$ cat src/rtl/mips_pkg.sv
// Shared MIPS core definitions: write-back select and load-type encodings plus
// default datapath widths.
package mips_pkg;

  localparam int DATA_W_DEFAULT = 32;
  localparam int REG_AW_DEFAULT = 5;

  // Encoding 3 is not named; the write-back mux treats it as ALU.
  typedef enum logic [1:0] {
    WBSEL_ALU  = 2'd0,
    WBSEL_MEM  = 2'd1,
    WBSEL_LINK = 2'd2
  } wbsel_e;

  typedef enum logic [2:0] {
    LD_LW  = 3'd0,
    LD_LB  = 3'd1,
    LD_LBU = 3'd2,
    LD_LH  = 3'd3,
    LD_LHU = 3'd4
  } ldtype_e;

endpackage

$ cat src/rtl/mem_wb_stage_load_ext.sv
// load_ext: little-endian byte/half extraction and sign/zero extension of a
// loaded word. Pure combinational so load-forwarding paths can reuse it.
module load_ext
  import mips_pkg::*;
(
  input  logic [31:0] rdata,
  input  logic [1:0]  addr_lo,
  input  logic [2:0]  ldtype,
  output logic [31:0] data
);

  logic [7:0]  byte_sel;
  logic [15:0] half_sel;

  always_comb begin
    byte_sel = rdata[7:0];
    case (addr_lo)
      2'd0:    byte_sel = rdata[7:0];
      2'd1:    byte_sel = rdata[15:8];
      2'd2:    byte_sel = rdata[23:16];
      default: byte_sel = rdata[31:24];
    endcase
    // Halfword select ignores addr_lo[0]; misalignment is not trapped here.
    half_sel = addr_lo[1] ? rdata[31:16] : rdata[15:0];

    data = rdata;
    case (ldtype)
      LD_LB:   data = {{24{byte_sel[7]}}, byte_sel};
      LD_LBU:  data = {24'h0, byte_sel};
      LD_LH:   data = {{16{half_sel[15]}}, half_sel};
      LD_LHU:  data = {16'h0, half_sel};
      default: data = rdata;
    endcase
  end

endmodule

$ cat src/rtl/mem_wb_stage.sv
// MEM/WB pipeline register and write-back datapath feeding the register file.
// Optional retired-instruction counter built when WB_RETIRE_CNT_EN is defined.
module mem_wb_stage
  import mips_pkg::*;
#(
  parameter int DATA_W = DATA_W_DEFAULT,
  parameter int REG_AW = REG_AW_DEFAULT
) (
  input  logic              clk,
  input  logic              reset,
  input  logic              stall,
  input  logic              flush,
  input  logic              m_valid,
  input  logic [DATA_W-1:0] m_pc,
  input  logic [DATA_W-1:0] m_alu,
  input  logic [DATA_W-1:0] m_rdata,
  input  logic [REG_AW-1:0] m_rd,
  input  logic              m_regwrite,
  input  logic [1:0]        m_wbsel,
  input  logic [2:0]        m_ldtype,
  output logic              regwrite,
  output logic [REG_AW-1:0] writerd,
  output logic [DATA_W-1:0] writedata,
  output logic [DATA_W-1:0] pcout_W,
  output logic              w_valid,
  output logic [31:0]       retire_cnt
);

  logic              valid_q;
  logic [DATA_W-1:0] pc_q;
  logic [DATA_W-1:0] alu_q;
  logic [DATA_W-1:0] rdata_q;
  logic [REG_AW-1:0] rd_q;
  logic              regwrite_q;
  logic [1:0]        wbsel_q;
  logic [2:0]        ldtype_q;
  logic [31:0]       load_data;

  // Flush loads the same bubble as reset and takes priority over stall.
  always_ff @(posedge clk) begin
    if (!reset || flush) begin
      valid_q    <= 1'b0;
      pc_q       <= '0;
      alu_q      <= '0;
      rdata_q    <= '0;
      rd_q       <= '0;
      regwrite_q <= 1'b0;
      wbsel_q    <= 2'd0;
      ldtype_q   <= 3'd0;
    end else if (!stall) begin
      valid_q    <= m_valid;
      pc_q       <= m_pc;
      alu_q      <= m_alu;
      rdata_q    <= m_rdata;
      rd_q       <= m_rd;
      regwrite_q <= m_regwrite;
      wbsel_q    <= m_wbsel;
      ldtype_q   <= m_ldtype;
    end
  end

  load_ext u_load_ext (
    .rdata   (rdata_q),
    .addr_lo (alu_q[1:0]),
    .ldtype  (ldtype_q),
    .data    (load_data)
  );

  always_comb begin
    writedata = alu_q;
    case (wbsel_q)
      WBSEL_MEM:  writedata = load_data;
      WBSEL_LINK: writedata = pc_q + DATA_W'(8);
      default:    writedata = alu_q;
    endcase
  end

  assign regwrite = valid_q & regwrite_q & (rd_q != '0);
  assign writerd  = regwrite ? rd_q : '0;
  assign pcout_W  = pc_q;
  assign w_valid  = valid_q;

`ifdef WB_RETIRE_CNT_EN
  logic [31:0] retire_q;

  // Counts only capture edges; flush and stall edges leave it alone.
  always_ff @(posedge clk) begin
    if (!reset) begin
      retire_q <= 32'h0;
    end else if (!flush && !stall && m_valid) begin
      retire_q <= retire_q + 32'd1;
    end
  end

  assign retire_cnt = retire_q;
`else
  assign retire_cnt = 32'h0;
`endif

endmodule

$ cat config.mk
export PLATFORM = sky130hd
export DESIGN_NAME = mem_wb_stage
export DESIGN_NICKNAME = d
export VERILOG_FILES = /design/src/rtl/mips_pkg.sv /design/src/rtl/mem_wb_stage_load_ext.sv /design/src/rtl/mem_wb_stage.sv
export SDC_FILE = /design/constraint.sdc
export NUM_CORES = 1
export LEC_CHECK = 0
export BUFFER_PORTS_ARGS = -buffer_cell sky130_fd_sc_hd__clkbuf_2
export CAP_MARGIN = 40
export CORE_ASPECT_RATIO = 1.25
export CORE_UTILIZATION = 54
export CTS_CLUSTER_SIZE = 28
export DETAILED_ROUTE_END_ITERATION = 6
export HOLD_SLACK_MARGIN = 0.03
export PLACE_DENSITY = 0.86
export REMOVE_ABC_BUFFERS = 1
export SLEW_MARGIN = 20
export SYNTH_ARGS = -nofsm -noshare
export SYNTH_HDL_FRONTEND = slang
export SYNTH_SLANG_ARGS = --single-unit
$ cat constraint.sdc
create_clock -name clk -period 2.7 [get_ports clk]
set_clock_uncertainty 0.05 [all_clocks]
set_input_delay 0.135 -clock clk [delete_from_list [all_inputs] [get_ports clk]]
set_output_delay 0.135 -clock clk [all_outputs]
set_load 0.05 [all_outputs]
# Word-level counts from Yosys, hierarchy flattened
# Index checks and enable logic that the tools add are counted.
classes:
  addsub: 1
  n_eq_ne: 8
  mux: 5
  n_bitwise: 2
  reduce_logical: 4
op_table:
  columns: ["op", "count"]
  rows:
  - ["32-bit case mux with 4 select lines", 1]
  - ["32-bit case mux with 2 select lines", 1]
  - ["32-bit by 4-bit adder with 32-bit output, second input constant", 1]
  - ["8-bit case mux with 3 select lines", 1]
  - ["16-bit 2-to-1 mux", 1]
  - ["3-bit by 2-bit == test with 1-bit output, second input constant", 2]
  - ["5-bit 2-to-1 mux", 1]
  - ["5-bit nonzero test", 1]
  - ["2-bit by 1-bit == test with 1-bit output, second input constant", 2]
  - ["2-bit == test, second input constant", 2]
  - ["3-bit by 1-bit == test with 1-bit output, second input constant", 1]
  - ["3-bit == test, second input constant", 1]
  - ["1-bit AND", 2]
  - ["2-bit logical NOT", 1]
  - ["1-bit logical NOT", 1]
  - ["1-bit logical OR", 1]
totals:
  ff_bits: 108
  inputBits: 112
  output_inout_bits: 103
  wordCells: 28

# Longest topological paths before layout
logic_depth:
  word_depth: 4
  ltp_mapped: 8
  depth_no_buf: 7

# Hierarchy
# From an unflattened synthesis, not the netlist that was laid out.
unflattened:
  cells_unflattened: 764
  hier_area_um2: 6543.8
modules_own_cells:
  columns: ["module", "instances", "cells_each", "area_each_um2", "seq_area_each_um2"]
  rows:
  - ["mem_wb_stage", 1, 582, 5267.6, 2162.1]
  - ["load_ext", 1, 182, 1276.2, 0.0]

# Least setup slack after synthesis
# OpenSTA, ideal clock, no wires.
synth_timing:
  path_type: "reg-to-output"
  start: "register wbsel_q[0]"
  end: "output writedata[16]"
  t_arrival_ns: 2.671
  t_required_ns: 2.515
  slack_ns: -0.156
  stages_incl_launch_ff: 9
  path_buffers: 3
  cell_sequence: "dfxtp_1 inv_1 ha_1 clkbuf_1 nor2b_1 clkbuf_1 o221ai_4 buf_6 o21ai_0"
synth_between:
  elab_chain_cells: 2
  elab_cells_between_ends: 3
  classes_between: "eq/ne: 2; mux: 1"
synth_rtl:
  columns: ["element", "line", "rtl"]
  rows:
  - ["from (decl)", "mem_wb_stage.sv:35", "logic [1:0] wbsel_q;"]
  - ["from (signal assigned)", "mem_wb_stage.sv:57", "wbsel_q <= m_wbsel;"]
  - ["2-bit == test / 2-bit by 1-bit == test with 1-bit output (equally long branches)", "mem_wb_stage.sv:71", "case (wbsel_q)"]
  - ["32-bit case mux with 2 select lines (*)", "mem_wb_stage.sv:71", null]
  - ["to (decl)", "mem_wb_stage.sv:23", "output logic [DATA_W-1:0] writedata,"]
# Mark *: on every way between the ends. The rest lies on a longest branch, timed or not.

# Worst setup path after layout
layout_timing:
  start: "register pc_q[9], in the netlist pcout_W[9]"
  end: "output writedata[21]"
layout_between:
  elab_chain_cells: 2
layout_rtl:
  columns: ["element", "line", "rtl"]
  rows:
  - ["from (decl)", "mem_wb_stage.sv:30", "logic [DATA_W-1:0] pc_q;"]
  - ["from (signal assigned)", "mem_wb_stage.sv:52", "pc_q <= m_pc;"]
  - ["32-bit by 4-bit adder with 32-bit output", "mem_wb_stage.sv:73", "WBSEL_LINK: writedata = pc_q + DATA_W'(8);"]
  - ["32-bit case mux with 2 select lines", "mem_wb_stage.sv:71", null]
# Every way passes these cells.

==> summary.md <==
| Metric | Value |
|---|---|
| Status | `finished, violations left` |
| Violations in the final reports | `setup timing` |
| Arrival time reported for the critical path endpoint | `about 3.2 ns` |
| Static power due to leakage | `about 3.9 nW` |
| Worst-case clock buffer depth | `2` |
| Width of the chip | `95.7 microns` |
| Total area of multi-input combinational cells | `3490 sq um` |
| DRT met1 WL | `about 8.5 mm` |
| Avg WL per Cell | `roughly 25 microns` |
| Total Nets Final | `roughly 1100` |
| Crit-path leading delay family | `simple AND/OR/NAND/NOR gates` |
| Fraction of final layout cells sized beyond drive strength 1 | `0.258` |
| Port Buffer Count | `about 180` |
| Clock insertion delay at the later pin of the skew report | `between 0.3 and 0.4 ns` |
| Per-cell via count in the routed design | `6.58` |
| Launching instance or port of the critical path | `pcout_W[9]` |
| Register-to-register setup slack | `1.54 ns` |
| Synth Register Bits | `~110` |
| Asr flop ratio synth | `0` |
| Area share of the largest cell type after synthesis | `0.365` |
| Final core utilization | `0.804` |
| Worst slew margin relative to its limit | `0.581` |
| Area share of and/or/nand/nor cells after synthesis | `0.190` |
| Capture point of the worst path | `writedata[21]` |
| Number of cells on the worst reg-to-reg path | `3` |
| Xor-xnor portion of the synthesized cell area | `0.0414` |
| Via count | `just over 7000` |
| WP depth | `6` |
| Pin count of the biggest net entering global routing | `about 100` |
| Final Slew Violations | `0` |
| Initial DRC count | `~1100` |
| Cell taking the most area after synthesis | `sky130_fd_sc_hd__dfxtp_1` |
| Number of routed nets with antenna violations | `0` |
| Count of flip-flops with a built-in enable after synthesis | `0` |
| Min-delay worst type | `primary input to flip-flop` |
| Via count of the first global-routing pass | `around 6800` |
| Top cells by area in the synthesized netlist | `sky130_fd_sc_hd__dfxtp_1, sky130_fd_sc_hd__mux2i_1, sky130_fd_sc_hd__nor2_1` |
| Uppermost layer routed | `met4` |
| RR Endpoint | `alu_q[1]` |
| Unrepaired setup endpoints after global routing | `true` |
| Post-route non-filler standard cell count | `1095` |
| Adder-cell share of the synthesized area | `0.00633` |
| Clock root buffer | `sky130_fd_sc_hd__clkbuf_16` |
| Crit-path cells | `nand3_2 -> nor4_4 -> nand3_1 -> xor2_1 -> o221ai_2 -> buf_12` |
| Initial antenna violation count | `0` |
| Min Clock Period, post-route | `3.33 ns` |
| Main combinational cell family by area after synthesis | `multiplexers` |
| Overall die area | `around 11000 sq um` |
| Main flop type after synthesis | `sky130_fd_sc_hd__dfxtp_1` |
| Count leader, synth | `sky130_fd_sc_hd__nor2_1` |
| Routed met2 length | `11.8 mm` |
| Synth Area per Inst | `8.68 sq um` |
| CP endpoint kind | `primary output` |
| Number of warnings issued by yosys | `0` |
| Period Utilization, post-route | `1.23` |
| Clock net sink count | `~110` |
| Post-synthesis instance area | `around 5900 sq um` |
| Core Footprint | `about 11000 sq um` |
| Area of all sequential standard cells | `2170 sq um` |
| Final setup violation count | `16` |
| Number of inserted filler cells in the final layout | `slightly above 500` |
| Dpl cells | `just under 1000` |
| Complex-gate fraction of the synthesized area | `0.119` |
| Number of placement rows | `42` |
| Vert. Die Dim | `approximately 120 microns` |
| Least-Margin Pin Slew | `0.626 ns` |
| Largest fanout on the critical path | `4` |
| Hold Fails Final Rpt | `0` |
| Share of the yosys chip area belonging to registers | `0.365` |
| I/O pin total | `~220` |
| Cts bufs inserted | `9` |
| Total track usage | `0.413` |
| Gate Count Post-Synth | `683` |
| IR Drop Worst-Case VDD | `~0.30 mV` |
| TritonCTS clock tree | `done` |
| Maximum capacitance violations | `0` |
| Most instantiated cells after synthesis | `sky130_fd_sc_hd__nor2_1, sky130_fd_sc_hd__mux2i_1, sky130_fd_sc_hd__dfxtp_1, sky130_fd_sc_hd__nand2_1, sky130_fd_sc_hd__buf_4` |
| Critical path required time | `about 2.5 ns` |
| Setup slack after layout | `-0.634 ns` |
| Pwr per Cell Area | `roughly 470 nW/um^2` |
| GRT Residual Overflow | `0` |
| Achievable Freq | `between 200 and 300 MHz` |
| Detailed-router iteration count before antenna repair | `6` |
| Worst reg2reg startpoint | `alu_q[1]` |
| Max stage delay on crit path | `just over 0.6 ns` |
| Multiplexer share of the synthesized area | `0.199` |
| Wirelength, routed | `approximately 27 mm` |
| Area growth from synthesis to layout | `44.0%` |
| Clock H-tree levels | `3` |
| Initial Utilization | `0.558` |
| Wire length on met3 | `between 3 and 4 mm` |
| Hpwl dp | `between 10 and 15 mm` |
| Placer congestion estimate | `approximately 0.9` |
| Classification of the worst setup path | `flip-flop to primary output` |
| Clock slew seen by the registers of the worst setup and hold paths | `approximately 0.08 ns` |
| Worst path bufs/invs | `1` |
| DR DRC count | `0` |
| Global-route wire length before repair | `about 36 mm` |
| Critical Path Start Type | `flip-flop` |
| Critical path's slowest cell | `sky130_fd_sc_hd__dfxtp_1` |
| Number of distinct library cells after synthesis | `48` |
==> report_power, final <==
part	switching [mW]	total, mW	internal, mW
logic	0.564	0.910	0.346
clock network	0.684	1.35	0.665
registers	0.0759	1.72	1.65
total	1.32	3.98	2.66
==> cell type report <==
type | instances | area share
tap | 132 | 0.0193
antenna | 1 | 0.000293
inverter | 6 | 0.00264
sequential | 108 | 0.254
multi-input combinational | 521 | 0.409
clock inverter | 5 | 0.00498
clock buffer | 11 | 0.0284
timing repair buffer | 311 | 0.281
==> sequential cells by signal, summed over array words and instances, names as in the netlist <==
signal	count
alu_q	32
pcout_W	32
rdata_q	32
rd_q	5
ldtype_q	3
wbsel_q	2
regwrite_q	1
w_valid	1
==> placed cells by master, fill, tap and decap left out, types with 4 or more instances in the layout <==
master	netlist	routed
sky130_fd_sc_hd__xnor2_1	7	6
sky130_fd_sc_hd__xor2_1	21	21
sky130_fd_sc_hd__nand4_1	9	9
sky130_fd_sc_hd__dfxtp_2	0	5
sky130_fd_sc_hd__clkbuf_16	0	9
sky130_fd_sc_hd__dlygate4sd3_1	0	107
sky130_fd_sc_hd__a21oi_1	20	20
sky130_fd_sc_hd__nand2_1	39	38
sky130_fd_sc_hd__o21ai_0	7	6
sky130_fd_sc_hd__o211ai_1	5	5
sky130_fd_sc_hd__and3_1	7	7
sky130_fd_sc_hd__dfxtp_1	108	103
sky130_fd_sc_hd__nand3_1	15	13
sky130_fd_sc_hd__a31oi_1	4	4
sky130_fd_sc_hd__nor2b_1	12	12
sky130_fd_sc_hd__o221ai_1	16	12
sky130_fd_sc_hd__a211oi_1	14	14
sky130_fd_sc_hd__conb_1	1	32
sky130_fd_sc_hd__o221ai_2	3	7
sky130_fd_sc_hd__mux2i_1	115	115
sky130_fd_sc_hd__clkbuf_2	1	167
sky130_fd_sc_hd__buf_12	0	17
sky130_fd_sc_hd__a22oi_1	7	7
sky130_fd_sc_hd__buf_4	32	19
sky130_fd_sc_hd__inv_1	6	6
sky130_fd_sc_hd__nor2_1	148	148
==> worst min-delay path by stage <==
stage               from          to  slack (ns)  cells past startpoint
6_report         m_pc[7]  pcout_W[7]        0.03                      3
5_1_grt          m_pc[7]  pcout_W[7]        0.04                      3
4_1_cts          m_pc[7]  pcout_W[7]        0.03                      3
3_5_place_dp     m_rd[1]     rd_q[1]        0.32                      3
3_3_place_gp   m_alu[31]   alu_q[31]        0.31                      3
2_1_floorplan   m_alu[0]    alu_q[0]        0.23                      2
==> tightest hold or removal path: cells and delay by family <==
family | cells | cell delay [ns]
buffers and inverters | 1 | 0.12
and+or+nand+nor | 1 | 0.08
muxes | 1 | 0.07
==> layer usage <==
metal,vias up,GRT usage
met5,-,0
met4,0,0.307
met3,289,0.0894
met2,841,0.676
met1,3204,0.459
li1,2873,-
==> what timing repair did <==
action | CTS | global route
gates resized for setup | 0 | 21
pin swaps | 1 | 2
setup buffers | 4 | 3
setup endpoints to repair | 1 | 25
hold buffers | 107 | 0
hold endpoints to repair | 107 | 0
==> kinds of logic after synthesis <==
kind of cell / count (synthesis)
xor gates and xnor gates: 28
muxes: 117
AOI/OAI and AO/OA: 92
adders and majority gates: 3
and+or+nand+nor: 249
buffers and inverters: 85
other: 1
DFF: 108
==> stage by stage <==
step	setup slack [ns]	hold WS, ns	instance area [sq um]	power, mW	setup TNS (ns)
2_1_floorplan	-0.551	0.229	5600	2.17	-3.91
3_3_place_gp	0.412	0.314	7040	2.42	0
3_5_place_dp	0.346	0.322	7040	2.44	0
4_1_cts	0.00915	0.0300	8440	3.82	0
5_1_grt	-0.743	0.0401	8530	4.05	-2.61
6_report	-0.634	0.0314	8540	3.98	-2.19
(Power assumes the default switching activity.)
